### config.mk
export PLATFORM = sky130hd
export DESIGN_NAME = processor_core
export DESIGN_NICKNAME = d
export VERILOG_FILES = /design/src/rtl/processor_pkg.sv /design/src/rtl/processor_core.sv
export SDC_FILE = /design/constraint.sdc
export NUM_CORES = 1
export LEC_CHECK = 0
export ABC_AREA = 1
export CELL_PAD_IN_SITES_DETAIL_PLACEMENT = 0
export CELL_PAD_IN_SITES_GLOBAL_PLACEMENT = 1
export CORE_MARGIN = 4
export CORE_UTILIZATION = 45
export DETAILED_ROUTE_END_ITERATION = 10
export HOLD_SLACK_MARGIN = 0.06
export PLACE_DENSITY = 0.89
export SYNTH_ARGS = -nofsm -noshare
export SYNTH_HDL_FRONTEND = slang
export SYNTH_SLANG_ARGS = --single-unit
export TNS_END_PERCENT = 5
### constraint.sdc
create_clock -name clk -period 4.3 [get_ports clk]
set_clock_uncertainty 0.05 [all_clocks]
set_input_delay 0.43 -clock clk [delete_from_list [all_inputs] [get_ports clk]]
set_output_delay 0.43 -clock clk [all_outputs]
set_load 0.1 [all_outputs]
### src/rtl/processor_pkg.sv
`default_nettype none
// ============================================================================
//  Module   : processor_pkg
//  Purpose  : Shared widths, instruction field positions, opcode constants
//             and a sign-extension helper for the accumulator processor.
//  Revision : 1.0  initial release
// ============================================================================
package processor_pkg;

  localparam int DATA_W = 16;
  localparam int ADDR_W = 4;
  localparam int NREGS  = 4;

  // Instruction field positions
  localparam int OPC_MSB = 15;
  localparam int OPC_LSB = 12;
  localparam int RD_MSB  = 11;
  localparam int RD_LSB  = 10;
  localparam int RS_MSB  = 9;
  localparam int RS_LSB  = 8;
  localparam int IMM_MSB = 7;
  localparam int IMM_LSB = 0;

  // Opcodes
  localparam logic [3:0] OP_NOP  = 4'h0;
  localparam logic [3:0] OP_LDI  = 4'h1;
  localparam logic [3:0] OP_LUI  = 4'h2;
  localparam logic [3:0] OP_ADD  = 4'h3;
  localparam logic [3:0] OP_SUB  = 4'h4;
  localparam logic [3:0] OP_AND  = 4'h5;
  localparam logic [3:0] OP_OR   = 4'h6;
  localparam logic [3:0] OP_XOR  = 4'h7;
  localparam logic [3:0] OP_SHL  = 4'h8;
  localparam logic [3:0] OP_SHR  = 4'h9;
  localparam logic [3:0] OP_ADDI = 4'hA;
  localparam logic [3:0] OP_JMP  = 4'hB;
  localparam logic [3:0] OP_BZ   = 4'hC;
  localparam logic [3:0] OP_BNZ  = 4'hD;
  localparam logic [3:0] OP_OUT  = 4'hE;
  localparam logic [3:0] OP_HALT = 4'hF;

  // Sign-extend an 8-bit immediate to the data width
  function automatic logic [DATA_W-1:0] sext8(input logic [7:0] v);
    return {{(DATA_W-8){v[7]}}, v};
  endfunction

endpackage
`default_nettype wire

### src/rtl/processor_core.sv
`default_nettype none
// ============================================================================
//  Module   : processor_core
//  Purpose  : Single-cycle 16-bit processor: 4-bit PC, four 16-bit general
//             registers and a registered OUT result word. Fetches one
//             instruction per clock from an external combinational ROM.
//  Options  : PROCESSOR_HALT_EN - opcode F sets a sticky halt flag that
//             freezes PC, registers and result until reset. Undefined:
//             opcode F is a NOP.
//  Revision : 1.0  initial release
// ============================================================================
module processor_core
  import processor_pkg::*;
(
  input  logic              clk,
  input  logic              reset,
  input  logic [DATA_W-1:0] instruction,
  output logic [ADDR_W-1:0] address,
  output logic [DATA_W-1:0] result
);

  logic [ADDR_W-1:0] pc_q, pc_d;
  logic [DATA_W-1:0] result_q, result_d;
  logic [DATA_W-1:0] regs_q [NREGS];
  logic              wr_en_d;
  logic [DATA_W-1:0] wr_data_d;
`ifdef PROCESSOR_HALT_EN
  logic              halt_q, halt_d;
`endif

  logic [3:0] opcode;
  logic [1:0] rd_idx;
  logic [1:0] rs_idx;
  logic [7:0] imm8;
  logic [DATA_W-1:0] rd_val;
  logic [DATA_W-1:0] rs_val;

  assign opcode = instruction[OPC_MSB:OPC_LSB];
  assign rd_idx = instruction[RD_MSB:RD_LSB];
  assign rs_idx = instruction[RS_MSB:RS_LSB];
  assign imm8   = instruction[IMM_MSB:IMM_LSB];

  // Operands come from the current register state, so rd == rs reads the old value
  assign rd_val = regs_q[rd_idx];
  assign rs_val = regs_q[rs_idx];

  assign address = pc_q;
  assign result  = result_q;

  // Decode and ALU: produce next PC, register write and next result
  always_comb begin
    pc_d      = pc_q + 4'd1;
    wr_en_d   = 1'b0;
    wr_data_d = '0;
    result_d  = result_q;
`ifdef PROCESSOR_HALT_EN
    halt_d    = halt_q;
`endif
    case (opcode)
      OP_NOP:  ;
      OP_LDI:  begin wr_en_d = 1'b1; wr_data_d = {8'h00, imm8}; end
      OP_LUI:  begin wr_en_d = 1'b1; wr_data_d = {imm8, rd_val[7:0]}; end
      OP_ADD:  begin wr_en_d = 1'b1; wr_data_d = rd_val + rs_val; end
      OP_SUB:  begin wr_en_d = 1'b1; wr_data_d = rd_val - rs_val; end
      OP_AND:  begin wr_en_d = 1'b1; wr_data_d = rd_val & rs_val; end
      OP_OR:   begin wr_en_d = 1'b1; wr_data_d = rd_val | rs_val; end
      OP_XOR:  begin wr_en_d = 1'b1; wr_data_d = rd_val ^ rs_val; end
      OP_SHL:  begin wr_en_d = 1'b1; wr_data_d = rd_val << imm8[3:0]; end
      OP_SHR:  begin wr_en_d = 1'b1; wr_data_d = rd_val >> imm8[3:0]; end
      OP_ADDI: begin wr_en_d = 1'b1; wr_data_d = rd_val + sext8(imm8); end
      OP_JMP:  pc_d = imm8[3:0];
      OP_BZ:   if (rd_val == '0) pc_d = imm8[3:0];
      OP_BNZ:  if (rd_val != '0) pc_d = imm8[3:0];
      OP_OUT:  result_d = rd_val;
      OP_HALT: begin
`ifdef PROCESSOR_HALT_EN
        halt_d = 1'b1;
`endif
      end
      default: ;
    endcase
`ifdef PROCESSOR_HALT_EN
    // Once halted, nothing may change until reset
    if (halt_q) begin
      pc_d     = pc_q;
      wr_en_d  = 1'b0;
      result_d = result_q;
      halt_d   = 1'b1;
    end
`endif
  end

  // Architectural state: PC, register file, result (and halt flag)
  always_ff @(posedge clk or posedge reset) begin
    if (reset) begin
      pc_q     <= '0;
      result_q <= '0;
      for (int i = 0; i < NREGS; i++) regs_q[i] <= '0;
`ifdef PROCESSOR_HALT_EN
      halt_q   <= 1'b0;
`endif
    end else begin
      pc_q     <= pc_d;
      result_q <= result_d;
      if (wr_en_d) regs_q[rd_idx] <= wr_data_d;
`ifdef PROCESSOR_HALT_EN
      halt_q   <= halt_d;
`endif
    end
  end

endmodule
`default_nettype wire

==> impl_metrics.json, run 1 <==
{
  "netlist_area_sq_um": 8080,
  "yosysWarnings": 0,
  "synth-edff-count": 0,
  "worst-setup-path-type": "primary input to flop",
  "hp-class": "flop to flop",
  "ys_ff_latch": 84,
  "holdPathStages": 2,
  "arrival_ns": 4.16,
  "worst_ep_required_time_ns": 4.49,
  "syn_nets": 1311,
  "route.met2.wl_um": 12900,
  "tightestPinTransition_ns": 1.07,
  "max_freq_ghz": 0.252,
  "yosys-top-cells-area": "dfrtp_1 26%, nand2_1 21%, ha_1 7.6%, nand3_1 6.6%, inv_1 4.0%",
  "async_flop_share_pct": 100,
  "start_util_pct": 46.4,
  "first_global_vias": 8230,
  "rsz0062_at_grt": "no",
  "worstHoldStart": "regs_q[63]$_DFFE_PP0P_",
  "die_y_um": 142,
  "cp_max_fo": 8,
  "drc": 0,
  "hold_end": "regs_q[63]$_DFFE_PP0P_",
  "diodes": 0,
  "area_growth_syn_to_layout_pct": 14.1,
  "worstReg2RegEnd": "regs_q[14]$_DFFE_PP0P_",
  "critPathLaunchType": "primary input",
  "drt_wl_total_um": 29400,
  "timing.hold.ws_ns": 0.432,
  "drive_above_1_share_pct": 14.2,
  "p_leak_uw": 0.00462,
  "grt_pass1_wl_um": 45800,
  "syn_avg_cell_area_sq_um": 6.50,
  "vias": 8782,
  "wire_per_inst_um": 19.3,
  "critical_path.endpoint_type": "flop",
  "ios": 38,
  "fin_crit_sh_pct": 92.4,
  "r2r_slack_ns": 0.65,
  "ir_worst_vdd_mv": 0.443,
  "totalPowerFinal_uw": 4200,
  "grt_use_total_pct": 29.1,
  "seq_area_frac_synth_pct": 26.0,
  "grt_overflow": 0,
  "ys.flop_type": "dfrtp_1",
  "fin_nets": 1363,
  "coreArea_sq_um": 17400,
  "synth_cell_types": 63,
  "wl_met1_um": 13000,
  "fin_crit_ns": 3.97,
  "cts_buffers": 9,
  "wl_met3_um": 2120,
  "ant_nets": 0,
  "finalSetupViolCount": 0,
  "cts_tree": "built",
  "die-width_um": 142,
  "synth_top_area_share_pct": 26.0,
  "die_area_sq_um": 20200,
  "synth_common_cells": "461 x nand2_1, 107 x nand3_1, 86 x inv_1",
  "grt_max_degree": 59,
  "drt_iter0_markers": 749,
  "yosysMostFrequentCell": "nand2_1",
  "drv_slew": 0,
  "powerDensity_nw_per_um2": 456,
  "r2r-start": "regs_q[16]$_DFFE_PP0P_",
  "gp_congestion": 1.05,
  "viasPerCell": 5.76,
  "antenna_found_initial": 1,
  "status": "completed",
  "syn_inst": 1243,
  "hold_viol": 0,
  "clk_path_buf_depth": 2,
  "fillers": 1791,
  "place_inst": 1509,
  "dp_hpwl_um": 22200,
  "fp-row-count": 48,
  "drt_first_pass_iters": 6,
  "yosys.area.top_type": "dfrtp_1",
  "drv_cap": 0,
  "layoutNonFillerInstCount": 1525,
  "io_buffer_count": 37,
  "cts_sinks": 84,
  "worstRegToRegCells": 27,
  "slew_headroom_pct": 28.9,
  "cts.htree.levels": 3,
  "clock-root-buffer": "clkbuf_16",
  "top_layer": "met5",
  "worstSkewPairLatency_ns": 0.35,
  "path_clk_slew_ns": 0.08
}
## report_power, final
group,switching (uW),internal [uW],leakage [uW],total (uW)
sequential,167,988,0.00111,1150
clock,376,464,0.000150,840
combinational,1530,679,0.00337,2210
total,2070,2130,0.00462,4200
## layout make-up
class | count | area (sq um) | share of cell area [%]
Inverter | 117 | 453 | 4.91
Clock buffer | 9 | 225 | 2.44
Timing Repair Buffer | 92 | 811 | 8.79
Clock inverter | 7 | 88.8 | 0.964
Tap cell | 225 | 282 | 3.05
Sequential cell | 84 | 2100 | 22.8
Multi-Input combinational cell | 991 | 5260 | 57.0
## state kept, by name, indices dropped and copies added, names as in the netlist
register  flops
regs_q       64
address       4
result       16
## logic make-up after synthesis
logic type	count (synthesis)	synth area share (%)
and+or+nand+nor	725	39.4
adders and majority gates	50	7.84
xor gates and xnor gates	4	0.434
buffers and inverters	168	9.09
AOI/OAI and AO/OA	209	16.9
DFF	84	26.0
muxes	3	0.372
## per-layer routing
metal  global-route usage [%]  vias to the layer above
li1                         -                     4211
met1                     40.1                     4096
met2                     45.0                      391
met3                     5.31                       82
met4                     12.4                        2
met5                        0                        -
## worst max-delay path by stage
stage,depth (start not counted),end,start,slack [ns]
global route,31,regs_q[62]$_DFFE_PP0P_,instruction[9],0.01
CTS,29,regs_q[46]$_DFFE_PP0P_,instruction[8],0.23
detailed placement,29,regs_q[46]$_DFFE_PP0P_,instruction[8],-0.1
finish,17,regs_q[58]$_DFFE_PP0P_,instruction[10],0.33
floorplan,26,regs_q[29]$_DFFE_PP0P_,instruction[9],0.76
global placement,29,regs_q[46]$_DFFE_PP0P_,instruction[8],-0.06
## per-stage QoR
stage / util [%] / worst slack, ns / setup TNS (ns) / area, sq um
floorplan: - / 0.757 / 0 / 8080
global placement: 51.0 / -0.0600 / -0.225 / 8890
detailed placement: 51.0 / -0.0983 / -0.328 / 8890
CTS: 52.8 / 0.229 / 0 / 9200
global route: 52.9 / 0.0143 / 0 / 9220
finish: 52.9 / 0.328 / 0 / 9220
## timing repair
item / CTS / global route
resized for setup: 0 / 7
endpoints found under the setup margin: 0 / 10
buffers inserted: 0 / 0
hold buffers: 0 / 0
## worst max-delay path, cell delays in order
cell and delay [ns]:
clkdlybuf4s50_1 0.53, nor2_2 0.44, inv_2 0.20, or2_4 0.28, nand2_4 0.17, inv_2 0.10, ha_1 0.38, nand2_1 0.07
inv_1 0.07, a21oi_1 0.10, o21ai_0 0.32, a31oi_1 0.17, or2_2 0.30, nand3_1 0.07, nand4_1 0.32, nand2_1 0.15
nand2_1 0.06
## cells in the final DEF (no fill, tap or decap), types with 13 or more instances in the layout
cell type,n
ha_1,49
clkdlybuf4s50_1,36
dfrtp_1,84
inv_2,24
nand2_2,27
nor2_1,62
a21oi_1,34
inv_1,85
nand3_1,106
buf_4,53
o21ai_0,60
nor2_2,14
nand4_1,15
nand2_1,461
a22oi_1,13
o21ai_1,25
Note: power is estimated with default switching activity, not from simulation.
==> run 2: changes to the inputs <==
--- a/config.mk
+++ b/config.mk
@@ -13,6 +13,7 @@
 export DETAILED_ROUTE_END_ITERATION = 10
 export HOLD_SLACK_MARGIN = 0.06
 export PLACE_DENSITY = 0.89
+export RECOVER_POWER = 50
 export SYNTH_ARGS = -nofsm -noshare
 export SYNTH_HDL_FRONTEND = slang
 export SYNTH_SLANG_ARGS = --single-unit
==> impl_metrics.json, run 2 (synthesis gave the netlist of run 1 again) <==
{
  "status": "finished, violations left",
  "violations": "capacitance limit, slew limit",
  "drv_cap": 1,
  "die_area_sq_um": 20200,
  "clk_path_buf_depth": 2,
  "grt_use_total_pct": 29.1,
  "dp_hpwl_um": 22200,
  "rsz0062_at_grt": "no",
  "critical_path.endpoint_type": "flop",
  "cts_sinks": 84,
  "worst-setup-path-type": "primary input to flop",
  "path_clk_slew_ns": 0.08,
  "totalPowerFinal_uw": 4200,
  "drive_above_1_share_pct": 14.2,
  "cts_tree": "built",
  "cp_common_cell": "nand2_1",
  "first_global_vias": 8230,
  "worst_ep_required_time_ns": 4.49,
  "coreArea_sq_um": 17400,
  "place_inst": 1509,
  "drv_slew": 59,
  "hold_viol": 0,
  "hp-class": "flop to flop",
  "holdBufCountCts": 0,
  "p_leak_uw": 0.00462,
  "grt_max_degree": 59,
  "cpPeakStageDelay_ns": 0.64,
  "path_cells": "dlygate4sd3_1 > nor2_2 > inv_2 > or2_4 > nand2_4 > inv_2 > ha_1 > nand2_1 > inv_1 > a21oi_1 > o21ai_0 > a31oi_1 > or2_2 > nand3_1 > nand4_1 > nand2_1 > nand2_1",
  "clock-root-buffer": "clkbuf_16",
  "die_y_um": 142,
  "io_buffer_count": 37,
  "fin_crit_ns": 4.06,
  "final_common_cell": "nand2_1",
  "fin_crit_sh_pct": 94.5,
  "tightestPinTransition_ns": 2.63,
  "layout_common_cells": "461 x nand2_1, 106 x nand3_1, 85 x inv_1",
  "drt_first_pass_iters": 5,
  "cts_buffers": 9,
  "postCtsResizedCells": 0,
  "ios": 38,
  "fin_nets": 1363,
  "start_util_pct": 46.4,
  "cts.htree.levels": 3,
  "ir_worst_vdd_mv": 0.443,
  "finalSetupViolCount": 0,
  "wire_per_inst_um": 19.3,
  "critPathSlowestCell": "dlygate4sd3_1",
  "worstReg2RegEnd": "regs_q[14]$_DFFE_PP0P_",
  "postCtsSetupRepairBufs": 0,
  "r2r_slack_ns": 0.66,
  "regMostFlops": "regs_q",
  "vias": 8792,
  "gp_congestion": 1.05,
  "drt_iter0_markers": 751,
  "layoutNonFillerInstCount": 1525,
  "drc": 0,
  "grt_overflow": 0,
  "die-width_um": 142,
  "diodes": 0,
  "setup_tns_ns": 0,
  "antenna_found_initial": 1,
  "fp-row-count": 48,
  "drt_wl_total_um": 29500,
  "max_freq_ghz": 0.246,
  "ant_nets": 0,
  "worstSkewPairLatency_ns": 0.35,
  "powerDensity_nw_per_um2": 456,
  "post-place-ws_ns": -0.0983,
  "largest_register_ff_count": 64,
  "r2r-start": "regs_q[16]$_DFFE_PP0P_",
  "cp_max_fo": 8,
  "arrival_ns": 4.25,
  "post-route-util_pct": 52.9,
  "worstRegToRegCells": 27,
  "area_growth_syn_to_layout_pct": 14.1,
  "critPathLaunchType": "primary input",
  "slew_headroom_pct": -76.1,
  "grt_pass1_wl_um": 45800,
  "viasPerCell": 5.77,
  "setup_ws_ns": 0.237,
  "startpoint": "instruction[10]",
  "crit_end": "regs_q[58]$_DFFE_PP0P_"
}
run 2: changes by cell type in the layout (fill, tap and decap cells not counted):
cell / delta
buf_4: -1
clkinvlp_2: +1
clkdlybuf4s50_1: -3
clkbuf_2: +1
dlygate4sd3_1: +3
clkinv_2: -1
run 2: cell type report:
type	count	area, sq um
Multi-Input combinational cell	991	5260
Timing Repair Buffer	92	808
Clock inverter	7	88.8
Tap cell	225	282
Inverter	117	453
Sequential cell	84	2100
Clock buffer	9	225
Fill cell	1792	8200
run 2: per-layer routing:
layer	vias up	GRT usage (%)	wire (um)
met1	4107	40.1	13000
met5	-	0	13
met2	394	45.0	12900
li1	4211	-	-
met4	2	12.4	1410
met3	78	5.31	2130
run 2: through the flow:
step                      hold slack, ns  area, sq um
final                              0.432         9220
after detailed placement           0.416         8890
after global placement             0.415         8890
after CTS                          0.435         9200
after global routing               0.462         9220
after floorplan                    0.399         8080
run 2: worst min-delay path by stage:
| stage | startpoint | to | cells after the start |
|---|---|---|---|
| 3_3_place_gp | regs_q[63]$_DFFE_PP0P_ | regs_q[63]$_DFFE_PP0P_ | 2 |
| 3_5_place_dp | regs_q[63]$_DFFE_PP0P_ | regs_q[63]$_DFFE_PP0P_ | 2 |
| 2_1_floorplan | regs_q[15]$_DFFE_PP0P_ | regs_q[15]$_DFFE_PP0P_ | 2 |
| 5_1_grt | result[6]$_DFFE_PP0N_ | result[6]$_DFFE_PP0N_ | 2 |
| 4_1_cts | regs_q[31]$_DFFE_PP0P_ | regs_q[31]$_DFFE_PP0P_ | 2 |
| 6_report | regs_q[63]$_DFFE_PP0P_ | regs_q[63]$_DFFE_PP0P_ | 2 |
run 2: where the power goes:
part           switching (uW)  internal, uW
registers                 167           988
logic                    1530           678
clock network             376           464
total                    2070          2130
run 2: critical path: cells and delay by family:
| family | cells | cell delay [ns] |
|---|---|---|
| AND/OR/NAND/NOR | 9 | 1.83 |
| AO/OA/AOI/OAI | 3 | 0.59 |
| buffers and inverters | 4 | 1.01 |
| adder cells (fa/ha/maj) | 1 | 0.38 |
==> run 3: changes to the inputs <==
--- a/config.mk
+++ b/config.mk
@@ -10,6 +10,7 @@
 export CELL_PAD_IN_SITES_GLOBAL_PLACEMENT = 1
 export CORE_MARGIN = 4
 export CORE_UTILIZATION = 45
+export CTS_CLUSTER_SIZE = 25
 export DETAILED_ROUTE_END_ITERATION = 10
 export HOLD_SLACK_MARGIN = 0.06
 export PLACE_DENSITY = 0.89
==> results of run 3 <==
No change in the layout: final DEF, timing and power equal those of run 2.
